<file path="src/rtl/eth_pkg.sv">
// Shared Ethernet/IPv4/UDP constants and builder state encoding.
// Also hosts the ones-complement fold used by checksum units.
package eth_pkg;

  localparam int ETH_HDR_LEN = 14;
  localparam int IP_HDR_LEN  = 20;
  localparam int UDP_HDR_LEN = 8;
  localparam int HDR_LEN     =
    ETH_HDR_LEN + IP_HDR_LEN + UDP_HDR_LEN;
  localparam int CSUM_WORDS  = IP_HDR_LEN / 2;

  localparam logic [15:0] ETHERTYPE_IPV4 = 16'h0800;
  localparam logic [7:0]  IP_PROTO_UDP   = 8'h11;

  typedef enum logic [2:0] {
    ST_FILL = 3'd0,
    ST_CSUM = 3'd1,
    ST_HDR  = 3'd2,
    ST_KICK = 3'd3,
    ST_SEND = 3'd4
  } state_e;

  // Two folds always suffice for a 20-bit sum of ten words.
  function automatic logic [15:0] csum_fold(
    input logic [19:0] s
  );
    logic [16:0] f1;
    logic [16:0] f2;
    f1 = {1'b0, s[15:0]} + {13'd0, s[19:16]};
    f2 = {1'b0, f1[15:0]} + {16'd0, f1[16]};
    return ~f2[15:0];
  endfunction

endpackage

</file>
<file path="src/rtl/udp_frame_builder_if.sv">
// Payload stream, BRAM write port and transmitter control
// of the UDP frame builder.
interface udp_frame_builder_if;

  logic [7:0]  s_data;
  logic        s_valid;
  logic        s_ready;
  logic        bram_wr_en;
  logic [9:0]  bram_wr_addr;
  logic [7:0]  bram_wr_data;
  logic        tx_start;
  logic        tx_busy;
  logic [15:0] ip_id;

  modport master (
    input  s_data,
    input  s_valid,
    input  tx_busy,
    output s_ready,
    output bram_wr_en,
    output bram_wr_addr,
    output bram_wr_data,
    output tx_start,
    output ip_id
  );

  modport slave (
    output s_data,
    output s_valid,
    output tx_busy,
    input  s_ready,
    input  bram_wr_en,
    input  bram_wr_addr,
    input  bram_wr_data,
    input  tx_start,
    input  ip_id
  );

endinterface

</file>
<file path="src/rtl/ipv4_csum.sv">
// Sequential IPv4 header checksum: one 16-bit word per add.
// Shared by the transmit builder and a future receive checker.
module ipv4_csum
  import eth_pkg::*;
(
  input  logic        clk,
  input  logic        rst_n,
  input  logic        clear_i,
  input  logic        add_en_i,
  input  logic [15:0] word_i,
  output logic [19:0] acc_o,
  output logic [15:0] csum_o
);

  logic [19:0] acc_q;
  logic [19:0] acc_d;

  always_comb begin
    acc_d = acc_q;
    if (clear_i) begin
      acc_d = '0;
    end else if (add_en_i) begin
      acc_d = acc_q + {4'd0, word_i};
    end
  end

  always_ff @(posedge clk or negedge rst_n) begin
    if (!rst_n) begin
      acc_q <= '0;
    end else begin
      acc_q <= acc_d;
    end
  end

  assign acc_o  = acc_q;
  assign csum_o = csum_fold(acc_q);

endmodule

</file>
<file path="src/rtl/udp_frame_builder.sv">
// Builds one Ethernet/IPv4/UDP frame in the TX BRAM, then
// kicks the transmitter and waits for it to finish.
module udp_frame_builder
  import eth_pkg::*;
#(
  parameter int          PAYLOAD_LEN = 84,
  parameter logic [47:0] MAC_DST = 48'hFFFFFFFFFFFF,
  parameter logic [47:0] MAC_SRC = 48'h020000000001,
  parameter logic [31:0] IP_SRC  = 32'hC0A8010A,
  parameter logic [31:0] IP_DST  = 32'hC0A80101,
  parameter logic [15:0] UDP_SRC = 16'd4000,
  parameter logic [15:0] UDP_DST = 16'd4001,
  parameter logic [7:0]  TTL     = 8'd64
) (
  input logic clk,
  input logic rst_n,
  udp_frame_builder_if.master bus
);

  localparam int CNT_W = $clog2(PAYLOAD_LEN + HDR_LEN);
  localparam int HB    = 8 * HDR_LEN;

  localparam logic [15:0] TOTAL_LEN =
    16'(IP_HDR_LEN + UDP_HDR_LEN + PAYLOAD_LEN);
  localparam logic [15:0] UDP_LEN =
    16'(UDP_HDR_LEN + PAYLOAD_LEN);

  state_e           state_q;
  state_e           state_d;
  logic [CNT_W-1:0] cnt_q;
  logic [CNT_W-1:0] cnt_d;
  logic [CNT_W-1:0] cnt_inc;
  logic             wr_en_q;
  logic             wr_en_d;
  logic [9:0]       wr_addr_q;
  logic [9:0]       wr_addr_d;
  logic [7:0]       wr_data_q;
  logic [7:0]       wr_data_d;
  logic [15:0]      ip_id_q;
  logic [15:0]      ip_id_d;

  logic [15:0]      csum_word;
  logic [15:0]      csum;
  logic [19:0]      csum_acc_unused;

  assign cnt_inc = cnt_q + 1'b1;

  function automatic logic [7:0] hdr_byte(
    input logic [5:0]  idx,
    input logic [15:0] id,
    input logic [15:0] cs
  );
    logic [HB-1:0] v;
    v = {MAC_DST, MAC_SRC, ETHERTYPE_IPV4,
         16'h4500, TOTAL_LEN, id, 16'h4000,
         TTL, IP_PROTO_UDP, cs, IP_SRC, IP_DST,
         UDP_SRC, UDP_DST, UDP_LEN, 16'h0000};
    v = v << (8 * int'(idx));
    return v[HB-1 -: 8];
  endfunction

  // Checksum field itself counts as zero (word 5).
  always_comb begin
    csum_word = 16'h0000;
    case (cnt_q[3:0])
      4'd0: csum_word = 16'h4500;
      4'd1: csum_word = TOTAL_LEN;
      4'd2: csum_word = ip_id_q;
      4'd3: csum_word = 16'h4000;
      4'd4: csum_word = {TTL, IP_PROTO_UDP};
      4'd6: csum_word = IP_SRC[31:16];
      4'd7: csum_word = IP_SRC[15:0];
      4'd8: csum_word = IP_DST[31:16];
      4'd9: csum_word = IP_DST[15:0];
      default: csum_word = 16'h0000;
    endcase
  end

  ipv4_csum u_csum (
    .clk      (clk),
    .rst_n    (rst_n),
    .clear_i  (state_q == ST_FILL),
    .add_en_i (state_q == ST_CSUM),
    .word_i   (csum_word),
    .acc_o    (csum_acc_unused),
    .csum_o   (csum)
  );

  always_comb begin
    state_d   = state_q;
    cnt_d     = cnt_q;
    wr_en_d   = 1'b0;
    wr_addr_d = wr_addr_q;
    wr_data_d = wr_data_q;
    ip_id_d   = ip_id_q;
    case (state_q)
      ST_FILL: begin
        if (bus.s_valid) begin
          wr_en_d   = 1'b1;
          wr_addr_d = 10'(HDR_LEN) + 10'(cnt_q);
          wr_data_d = bus.s_data;
          if (cnt_q == CNT_W'(PAYLOAD_LEN - 1)) begin
            cnt_d   = '0;
            state_d = ST_CSUM;
          end else begin
            cnt_d = cnt_inc;
          end
        end
      end
      ST_CSUM: begin
        if (cnt_q == CNT_W'(CSUM_WORDS - 1)) begin
          cnt_d     = '0;
          state_d   = ST_HDR;
          wr_en_d   = 1'b1;
          wr_addr_d = 10'd0;
          wr_data_d = hdr_byte(6'd0, ip_id_q, csum);
        end else begin
          cnt_d = cnt_inc;
        end
      end
      // Output register runs one byte ahead of cnt_q.
      ST_HDR: begin
        if (cnt_q == CNT_W'(HDR_LEN - 1)) begin
          cnt_d   = '0;
          state_d = ST_KICK;
        end else begin
          cnt_d     = cnt_inc;
          wr_en_d   = 1'b1;
          wr_addr_d = 10'(cnt_inc);
          wr_data_d = hdr_byte(6'(cnt_inc), ip_id_q, csum);
        end
      end
      ST_KICK: begin
        if (bus.tx_busy) begin
          state_d = ST_SEND;
        end
      end
      ST_SEND: begin
        if (!bus.tx_busy) begin
          ip_id_d = ip_id_q + 16'd1;
          cnt_d   = '0;
          state_d = ST_FILL;
        end
      end
      default: begin
        cnt_d   = '0;
        state_d = ST_FILL;
      end
    endcase
  end

  always_ff @(posedge clk or negedge rst_n) begin
    if (!rst_n) begin
      state_q   <= ST_FILL;
      cnt_q     <= '0;
      wr_en_q   <= 1'b0;
      wr_addr_q <= '0;
      wr_data_q <= '0;
      ip_id_q   <= '0;
    end else begin
      state_q   <= state_d;
      cnt_q     <= cnt_d;
      wr_en_q   <= wr_en_d;
      wr_addr_q <= wr_addr_d;
      wr_data_q <= wr_data_d;
      ip_id_q   <= ip_id_d;
    end
  end

  assign bus.s_ready      = (state_q == ST_FILL);
  assign bus.tx_start     = (state_q == ST_KICK);
  assign bus.bram_wr_en   = wr_en_q;
  assign bus.bram_wr_addr = wr_addr_q;
  assign bus.bram_wr_data = wr_data_q;
  assign bus.ip_id        = ip_id_q;

endmodule
</file>
<file path="src/flat_wrapper.sv">
// flat-port wrapper written by rule: the top's interface ports become plain ports
module udp_frame_builder_flat import eth_pkg::*;
#(
  parameter int          PAYLOAD_LEN = 84,
  parameter logic [47:0] MAC_DST = 48'hFFFFFFFFFFFF,
  parameter logic [47:0] MAC_SRC = 48'h020000000001,
  parameter logic [31:0] IP_SRC  = 32'hC0A8010A,
  parameter logic [31:0] IP_DST  = 32'hC0A80101,
  parameter logic [15:0] UDP_SRC = 16'd4000,
  parameter logic [15:0] UDP_DST = 16'd4001,
  parameter logic [7:0]  TTL     = 8'd64
)
  (clk, rst_n, bus_s_data, bus_s_valid, bus_tx_busy, bus_s_ready, bus_bram_wr_en, bus_bram_wr_addr, bus_bram_wr_data, bus_tx_start, bus_ip_id);
  udp_frame_builder_if bus_i ();
  input logic clk;
  input logic rst_n;
  input wire logic [$bits(bus_i.s_data)-1:0] bus_s_data;
  input wire logic [$bits(bus_i.s_valid)-1:0] bus_s_valid;
  input wire logic [$bits(bus_i.tx_busy)-1:0] bus_tx_busy;
  output wire logic [$bits(bus_i.s_ready)-1:0] bus_s_ready;
  output wire logic [$bits(bus_i.bram_wr_en)-1:0] bus_bram_wr_en;
  output wire logic [$bits(bus_i.bram_wr_addr)-1:0] bus_bram_wr_addr;
  output wire logic [$bits(bus_i.bram_wr_data)-1:0] bus_bram_wr_data;
  output wire logic [$bits(bus_i.tx_start)-1:0] bus_tx_start;
  output wire logic [$bits(bus_i.ip_id)-1:0] bus_ip_id;
  assign bus_i.s_data = bus_s_data;
  assign bus_i.s_valid = bus_s_valid;
  assign bus_i.tx_busy = bus_tx_busy;
  assign bus_s_ready = bus_i.s_ready;
  assign bus_bram_wr_en = bus_i.bram_wr_en;
  assign bus_bram_wr_addr = bus_i.bram_wr_addr;
  assign bus_bram_wr_data = bus_i.bram_wr_data;
  assign bus_tx_start = bus_i.tx_start;
  assign bus_ip_id = bus_i.ip_id;
  udp_frame_builder #(.PAYLOAD_LEN(PAYLOAD_LEN), .MAC_DST(MAC_DST), .MAC_SRC(MAC_SRC), .IP_SRC(IP_SRC), .IP_DST(IP_DST), .UDP_SRC(UDP_SRC), .UDP_DST(UDP_DST), .TTL(TTL)) u_core (.clk(clk), .rst_n(rst_n), .bus(bus_i));
endmodule
</file>
<file path="config.mk">
export PLATFORM = sky130hd
export DESIGN_NAME = udp_frame_builder_flat
export DESIGN_NICKNAME = d
export VERILOG_FILES = /design/src/rtl/eth_pkg.sv /design/src/rtl/udp_frame_builder_if.sv /design/src/rtl/ipv4_csum.sv /design/src/rtl/udp_frame_builder.sv /design/src/flat_wrapper.sv
export SDC_FILE = /design/constraint.sdc
export NUM_CORES = 1
export LEC_CHECK = 0
export CAP_MARGIN = 20
export CORE_ASPECT_RATIO = 1.2
export CORE_MARGIN = 4
export CORE_UTILIZATION = 62
export CTS_BUF_LIST = sky130_fd_sc_hd__clkbuf_8
export DETAILED_ROUTE_END_ITERATION = 8
export DONT_BUFFER_PORTS = 1
export PLACE_DENSITY_LB_ADDON = 0.08
export SETUP_SLACK_MARGIN = 0.2
export SYNTH_ARGS = -nofsm -noshare
export SYNTH_HDL_FRONTEND = slang
export SYNTH_SLANG_ARGS = --single-unit
</file>
<file path="constraint.sdc">
create_clock -name clk -period 5.5 [get_ports clk]
set_clock_uncertainty 0.1 [all_clocks]
set_input_delay 0 -clock clk [delete_from_list [all_inputs] [get_ports clk]]
set_output_delay 0 -clock clk [all_outputs]
set_load 0.05 [all_outputs]
</file>
* Word level (Yosys, flattened, before mapping)
Cells that the tools add are included.
W data, S select, Z words.
** Storage, ports and cells
- Output and inout bits :: 37
- Input port bits :: 12
- Register bits after elaboration :: 65
- Logic and storage cells :: 76
** Operators by class
- Bitwise operators :: 3
- Reduce and logical (&&, ||, !) cells :: 9
- Shift-type cells :: 1
- Equality and inequality tests :: 22
- Multiplexer cells :: 28
- Add/sub/neg operators :: 6
** Operators with widths (count)
- $shl A336 B9 Y336 :: 1
- $pmux W16 S8 :: 1
- $mux W20 :: 2
- $mux W7 :: 5
- $pmux W7 S5 :: 1
- $mux W10 :: 3
- $pmux W10 S3 :: 1
- $mux W8 :: 3
- $pmux W8 S3 :: 1
- $add A20 B16 Y20 :: 1
- $mux W3 :: 6
- $add A16 B4 Y17 :: 1
- $add A16 B1 Y16 :: 1
- $add A16 B1 Y16 const B :: 1
- $not A16 Y16 :: 1
- $pmux W3 S5 :: 1
- $eq A4 B3 Y1 const B :: 3
- $add A6 B7 Y8 const A :: 1
- $eq A4 B2 Y1 const B :: 2
- $eq A4 B4 Y1 const B :: 2
- $ne A2 B2 Y1 const B :: 4
- $add A7 B1 Y7 const B :: 1
- $eq A7 B4 Y1 const B :: 1
- $eq A7 B6 Y1 const B :: 1
- other kinds (18) :: 24

* Depth between registers and ports, before layout
- Depth after elaboration :: 6
- Mapped depth :: 19
- Gate-level depth less buffers :: 17

* Cells and area by module
From an unflattened synthesis, not the netlist that was laid out.
** Unflattened totals
- Cell total of the unflattened synthesis :: 679
- Area, all modules :: 5830.6 sq um
** Modules (own cells, without submodules)
- udp_frame_builder :: area each 3452.1 sq um, instances 1, cells an instance 403, sequential area each 1076.0 sq um
- ipv4_csum :: area each 2378.5 sq um, instances 1, cells an instance 276, sequential area each 500.5 sq um

* Least setup slack after synthesis
OpenSTA, ideal clock, no wires.
- Path type :: register to register
- From :: register u_core.cnt_q[0]
- To :: register u_core.u_csum.acc_q[18], in the netlist u_core.u_csum.acc_o[18]
- Stages on the path, launching flop included :: 20
- Required time :: 5321 ps
- Arrival :: 3679 ps
- Setup time :: 79 ps
- Period minus slack after synthesis :: 3859 ps
- Setup slack :: 1641 ps
- Buffers on the path :: 2
- Path through :: dfrtp_1 -> buf_2 -> clkinv_1 -> ha_1 -> clkbuf_1 -> nand2b_1 -> o21ai_0 -> nor2_1 -> a21oi_1 -> ha_1 -> inv_1 -> fa_1 -> nand2b_1 -> a21oi_1 -> o31ai_1 -> a211oi_1 -> nor2_1 -> a211o_1 -> a21oi_1 -> mux2i_1
** Between the ends
- Cells in the longest elaborated chain, start to end :: 6
- Elaborated cells between the ends (all ways) :: 14
- Those cells by class :: add/sub (1); eq/ne (8); mux (3); reduce/logical (2)
** Ends and longest elaborated chain
- start: declaration :: RTL line udp_frame_builder.sv:30 : logic [CNT_W-1:0] cnt_q;
- start signal: assignment :: RTL line udp_frame_builder.sv:162 : cnt_q <= cnt_d;
- $eq A4 B3 Y1 / $eq A4 B4 Y1 (equally long branches) :: RTL line udp_frame_builder.sv:65 : case (cnt_q[3:0])
- $reduce_or A2 Y1 (no source line)
- $pmux W16 S8 * :: RTL line udp_frame_builder.sv:65
- $add A20 B16 Y20 * :: RTL line ipv4_csum.sv:23 : acc_d = acc_q + {4'd0, word_i};
- $mux W20 * :: RTL line ipv4_csum.sv:22 : end else if (add_en_i) begin
- $mux W20 * :: RTL line ipv4_csum.sv:20 : if (clear_i) begin
- end signal: assignment :: RTL line ipv4_csum.sv:29 : acc_q <= '0;
- end signal: assignment :: RTL line ipv4_csum.sv:31 : acc_q <= acc_d;
- end: declaration :: RTL line ipv4_csum.sv:15 : logic [19:0] acc_q;
Every way passes the cells marked *; elsewhere a longest branch is shown, timed or not. The select of a mux whose other input is x is not followed.
A chain may end at the register's enable or synchronous reset.

* Worst setup path in the final report
Same ends and word-level chain as after synthesis.

==> metrics list <==
- The flow ran to the end, and the final reports show no timing, DRC or antenna violations.
- After synthesis, the share of flip-flops with an asynchronous set or reset is 1.00.
* DRC: 0
* Top flip-flop cell by instance count after synthesis: sky130_fd_sc_hd__dfrtp_1
- Least-Margin Pin Slew: between 900 and 1000 ps
- Clock tree synthesis selected as its root buffer the cell sky130_fd_sc_hd__clkbuf_8.
* Port buffer count: 0
* Share of synthesized area occupied by flip-flops and latches: 0.289
- Max-cap violations in this run came to 0.
* Fillers: a little over 700
- For this design, the CTS-stage hold fixing added 12 buffers.
- I/O pin count: 49
* Area leader, netlist: sky130_fd_sc_hd__dfrtp_1
- The wire-length estimate of the detail-placed layout is 11.4 mm.
- Vias in the first global route: around 5.3k
- The total overflow left after global routing is 0.
- Class of the tightest hold or removal check: input pin to flop
* Clock latency of the later-clocked register in the worst-skew pair: 370 ps
- Sum of buffers and inverters on the critical path: 2
- Horizontal extent of the die: roughly 94 µm
* Mapped Cells: 689
* Layout net count: 722
- The repair_antennas step left the layout with diodes totalling 0.
- Post-CTS timing repair inserted 0 buffers for setup.
- Overall Global Routing Usage: 0.309
- The signal on the critical path passes through clkinv_1, ha_1, nand2b_1, o21ai_0, nor2_1, a21oi_1, ha_1, inv_1, fa_1, nand2b_1, a21oi_1, o31ai_1, a211oi_1, nor2_1, a211o_1, a21oi_1, mux2i_1.
- In this run, the number of DRC markers left after iteration 0 of detailed routing was around 450.
- Clock tree synthesis inserted a total of 9 buffers.
- CTS tree: done
- Pwr dens: 164 nW/µm²
* DIE AREA: just over 10000 µm²
- Relative to the synthesized area, the layout overhead comes to 6.53%.
- Setup repair after global routing left no endpoint under its margin.
* Flip-flop and latch count after synthesis: 63
- The clock net in this run drives a total of 63 sinks.
- The first global-routing pass estimated between 20 and 30 mm of wire.
* Crit path largest cell delay: 550 ps
- The largest individual stage delay along the critical path comes from the cell sky130_fd_sc_hd__ha_1.
- Number of antenna violations at the first check in global routing: 0
* Routed WL per cell: between 15 and 20 µm
* Setup violation total in the final timing report: 0
* Start-to-end type of the worst setup path: flop to flop
* Sequential standard cell area: 1580 µm²
* Max VDD drop: 137 µV
* Largest net degree at the start of global routing: 64
- Family of cells with the greatest summed delay on the critical path: compound AO/OA/AOI/OAI gates
* Setup crit start kind: flop
- The number of different library cells used by synthesis comes to 80.
- CP Data Arrival Time: 4480 ps
- After floorplanning, the core was divided into 37 placement rows.
- The count of final max-slew check failures came to 0.
- For this block, the routed nets add up to roughly 15 mm of wire.
- Routability-driven placement finished with a final weighted congestion of roughly 1.
- Largest cells by area after synthesis: sky130_fd_sc_hd__dfrtp_1 (29%), sky130_fd_sc_hd__ha_1 (7.1%), sky130_fd_sc_hd__nand2_1 (5.6%)
- Yosys Warn Count: 0
- Setup slack on the critical path of the routed design comes to approximately 1200 ps.
- The worst setup path is captured at a flop.
* Clock input transition at the sequential cells of the worst setup and hold paths: about 80 ps
- Core occupancy in the finished layout: 0.679
- Final period demand of the worst path: between 4000 and 5000 ps
* Maximum level of the CTS H-tree: 3
- A synthesized cell averages a little under 8 µm².
- The pre-antenna-repair detailed-routing pass consisted of 5 iterations.
* Slew headroom: 0.378
- Leaving out filler cells and counting taps, the final layout contains roughly 800.
- Starting density of the core: 0.638
* Number of hold-slack violations in the final timing report: 0
- P_leak: approximately 2.5 nW
- The total area inside the core boundary comes to 8560 µm².
- The cell that appears most often on the critical path is sky130_fd_sc_hd__a21oi_1.
* Maximum clock path buffer count: 2
- Combined area of all synthesized cells: about 5500 µm²
- In the finished design, the share of the clock period the worst path needs comes to 0.780.
* Routed Antenna Nets: 0
- Vias post-DR: roughly 5.3k
- After detailed routing, the number of vias per cell comes to around 6.7.
- Total power of the final layout: 0.956 mW
- Before CTS, the worst setup slack after placement is about 1300 ps.
- In the final timing run, aggregate negative setup slack is 0 ps.
- For the worst setup path, the data required time is roughly 5700 ps.
* Number of flops mapped to enable cells by yosys: 0
- Final Instance Area: between 5000 and 6000 µm²
- Timing would allow up to ~230 MHz.
- Of the cells placed in the final design, the portion with a size suffix greater than 1 is 0.0543.
- Worst slack on hold paths: ~18 ps
* Dpl cell area: roughly 5500 µm²
- Of the post-synthesis cell area, the dominant cell type holds 0.289.
- In the final layout, the multi-input gates occupy between 3000 and 4000 µm².
- CP max FO: 18
* DIE HEIGHT: ~110 µm
* Post-CTS sizing: 0
- # placed instances: 771
## final cells by class
cell class	count	area share
Clock inverter	7	0.0163
Sequential cell	63	0.271
Inverter	16	0.0105
Tap cell	117	0.0252
Timing Repair Buffer	14	0.0262
Clock buffer	9	0.0213
Multi-Input combinational cell	573	0.630
## layer usage
layer,GRT usage,up-vias,share of wire
met5,0,-,0
met2,0.481,242,0.46
met1,0.405,2537,0.42
met3,0.0516,52,0.070
li1,-,2488,-
met4,0.169,0,0.045
## flip-flops by register name, indices dropped and copies added, names as in the netlist
name,cells
u_core.cnt_q,7
u_core.u_csum.acc_o,20
u_core.bus.bram_wr_addr,8
u_core.state_q,3
u_core.bus.bram_wr_en,1
u_core.bus.bram_wr_data,8
u_core.bus.ip_id,16
## worst register-to-register path, cell delays in order (launching register included)
cell and delay (ps):
sky130_fd_sc_hd__dfrtp_1 390, sky130_fd_sc_hd__clkinv_1 180, sky130_fd_sc_hd__ha_1 550, sky130_fd_sc_hd__nand2b_1 200
sky130_fd_sc_hd__o21ai_0 210, sky130_fd_sc_hd__nor2_1 60, sky130_fd_sc_hd__a21oi_1 150, sky130_fd_sc_hd__ha_1 210
sky130_fd_sc_hd__inv_1 60, sky130_fd_sc_hd__fa_1 370, sky130_fd_sc_hd__nand2b_1 200, sky130_fd_sc_hd__a21oi_1 240
sky130_fd_sc_hd__o31ai_1 170, sky130_fd_sc_hd__a211oi_1 350, sky130_fd_sc_hd__nor2_1 120, sky130_fd_sc_hd__a211o_1 300
sky130_fd_sc_hd__a21oi_1 180, sky130_fd_sc_hd__mux2i_1 190
## final timing paths
kind	startpoint	end	slack (ps)	depth (start not counted)
setup / recovery	u_core.cnt_q[0]	u_core.u_csum.acc_o[18]	1210	17
max in group asynchronous	rst_n	u_core.bus.ip_id[8]	4910	2
min in group asynchronous	rst_n	u_core.bus.bram_wr_data[2]	110	2
setup reg to reg	u_core.cnt_q[0]	u_core.u_csum.acc_o[18]	1210	17
hold / removal	bus_tx_busy	u_core.cnt_q[6]	20	4
hold reg to reg	u_core.u_csum.acc_o[19]	u_core.u_csum.acc_o[19]	440	1
## power by group
group	internal, mW	switching, mW
sequential	0.463	0.00241
combinational	0.00962	0.0162
clock	0.256	0.209
total	0.729	0.228
## cell usage in the layout, fill, tap and decap left out, types with 4 or more instances in the layout
master / count
sky130_fd_sc_hd__nand3_1: 33
sky130_fd_sc_hd__a22o_1: 4
sky130_fd_sc_hd__a21o_1: 7
sky130_fd_sc_hd__clkbuf_8: 9
sky130_fd_sc_hd__o211ai_1: 5
sky130_fd_sc_hd__nor2_1: 64
sky130_fd_sc_hd__o22ai_1: 7
sky130_fd_sc_hd__or2_2: 5
sky130_fd_sc_hd__nand4_1: 8
sky130_fd_sc_hd__o21bai_1: 4
sky130_fd_sc_hd__xor2_1: 19
sky130_fd_sc_hd__o21ai_0: 54
sky130_fd_sc_hd__nor3_1: 15
sky130_fd_sc_hd__a31oi_1: 10
sky130_fd_sc_hd__inv_1: 14
sky130_fd_sc_hd__a211oi_1: 4
sky130_fd_sc_hd__and3_1: 13
sky130_fd_sc_hd__nor2b_1: 5
sky130_fd_sc_hd__nand2_1: 82
sky130_fd_sc_hd__a21oi_1: 55
sky130_fd_sc_hd__nand2b_1: 14
sky130_fd_sc_hd__a2111oi_0: 5
sky130_fd_sc_hd__nor3b_1: 4
sky130_fd_sc_hd__o21a_1: 5
sky130_fd_sc_hd__ha_1: 31
sky130_fd_sc_hd__a211o_1: 6
sky130_fd_sc_hd__dlygate4sd3_1: 11
sky130_fd_sc_hd__mux2i_1: 10
sky130_fd_sc_hd__xnor2_1: 29
sky130_fd_sc_hd__and2_1: 7
sky130_fd_sc_hd__dfrtp_1: 63
## synth_stat cells, types with 15 or more instances
library cell	number
sky130_fd_sc_hd__xnor2_1	29
sky130_fd_sc_hd__nor2_1	64
sky130_fd_sc_hd__nand3_1	33
sky130_fd_sc_hd__nor3_1	15
sky130_fd_sc_hd__a21oi_1	55
sky130_fd_sc_hd__ha_1	31
sky130_fd_sc_hd__nand2_1	82
sky130_fd_sc_hd__dfrtp_1	63
sky130_fd_sc_hd__clkbuf_1	24
sky130_fd_sc_hd__o21ai_0	54
sky130_fd_sc_hd__xor2_1	19
## cells by family (layout without fill, tap and decap cells)
logic type      count (synthesis)  in the layout  share of synthesized area
compound gates                204            204                      0.241
xor+xnor                       49             49                     0.0799
fa+ha+maj                      34             34                     0.0802
buf+inv                        54             46                     0.0415
flops                          63             63                      0.289
mux                            13             13                     0.0245
other cells                     1              2                   0.000686
simple gates                  271            271                      0.243
Note: power is estimated with default switching activity, not from simulation.
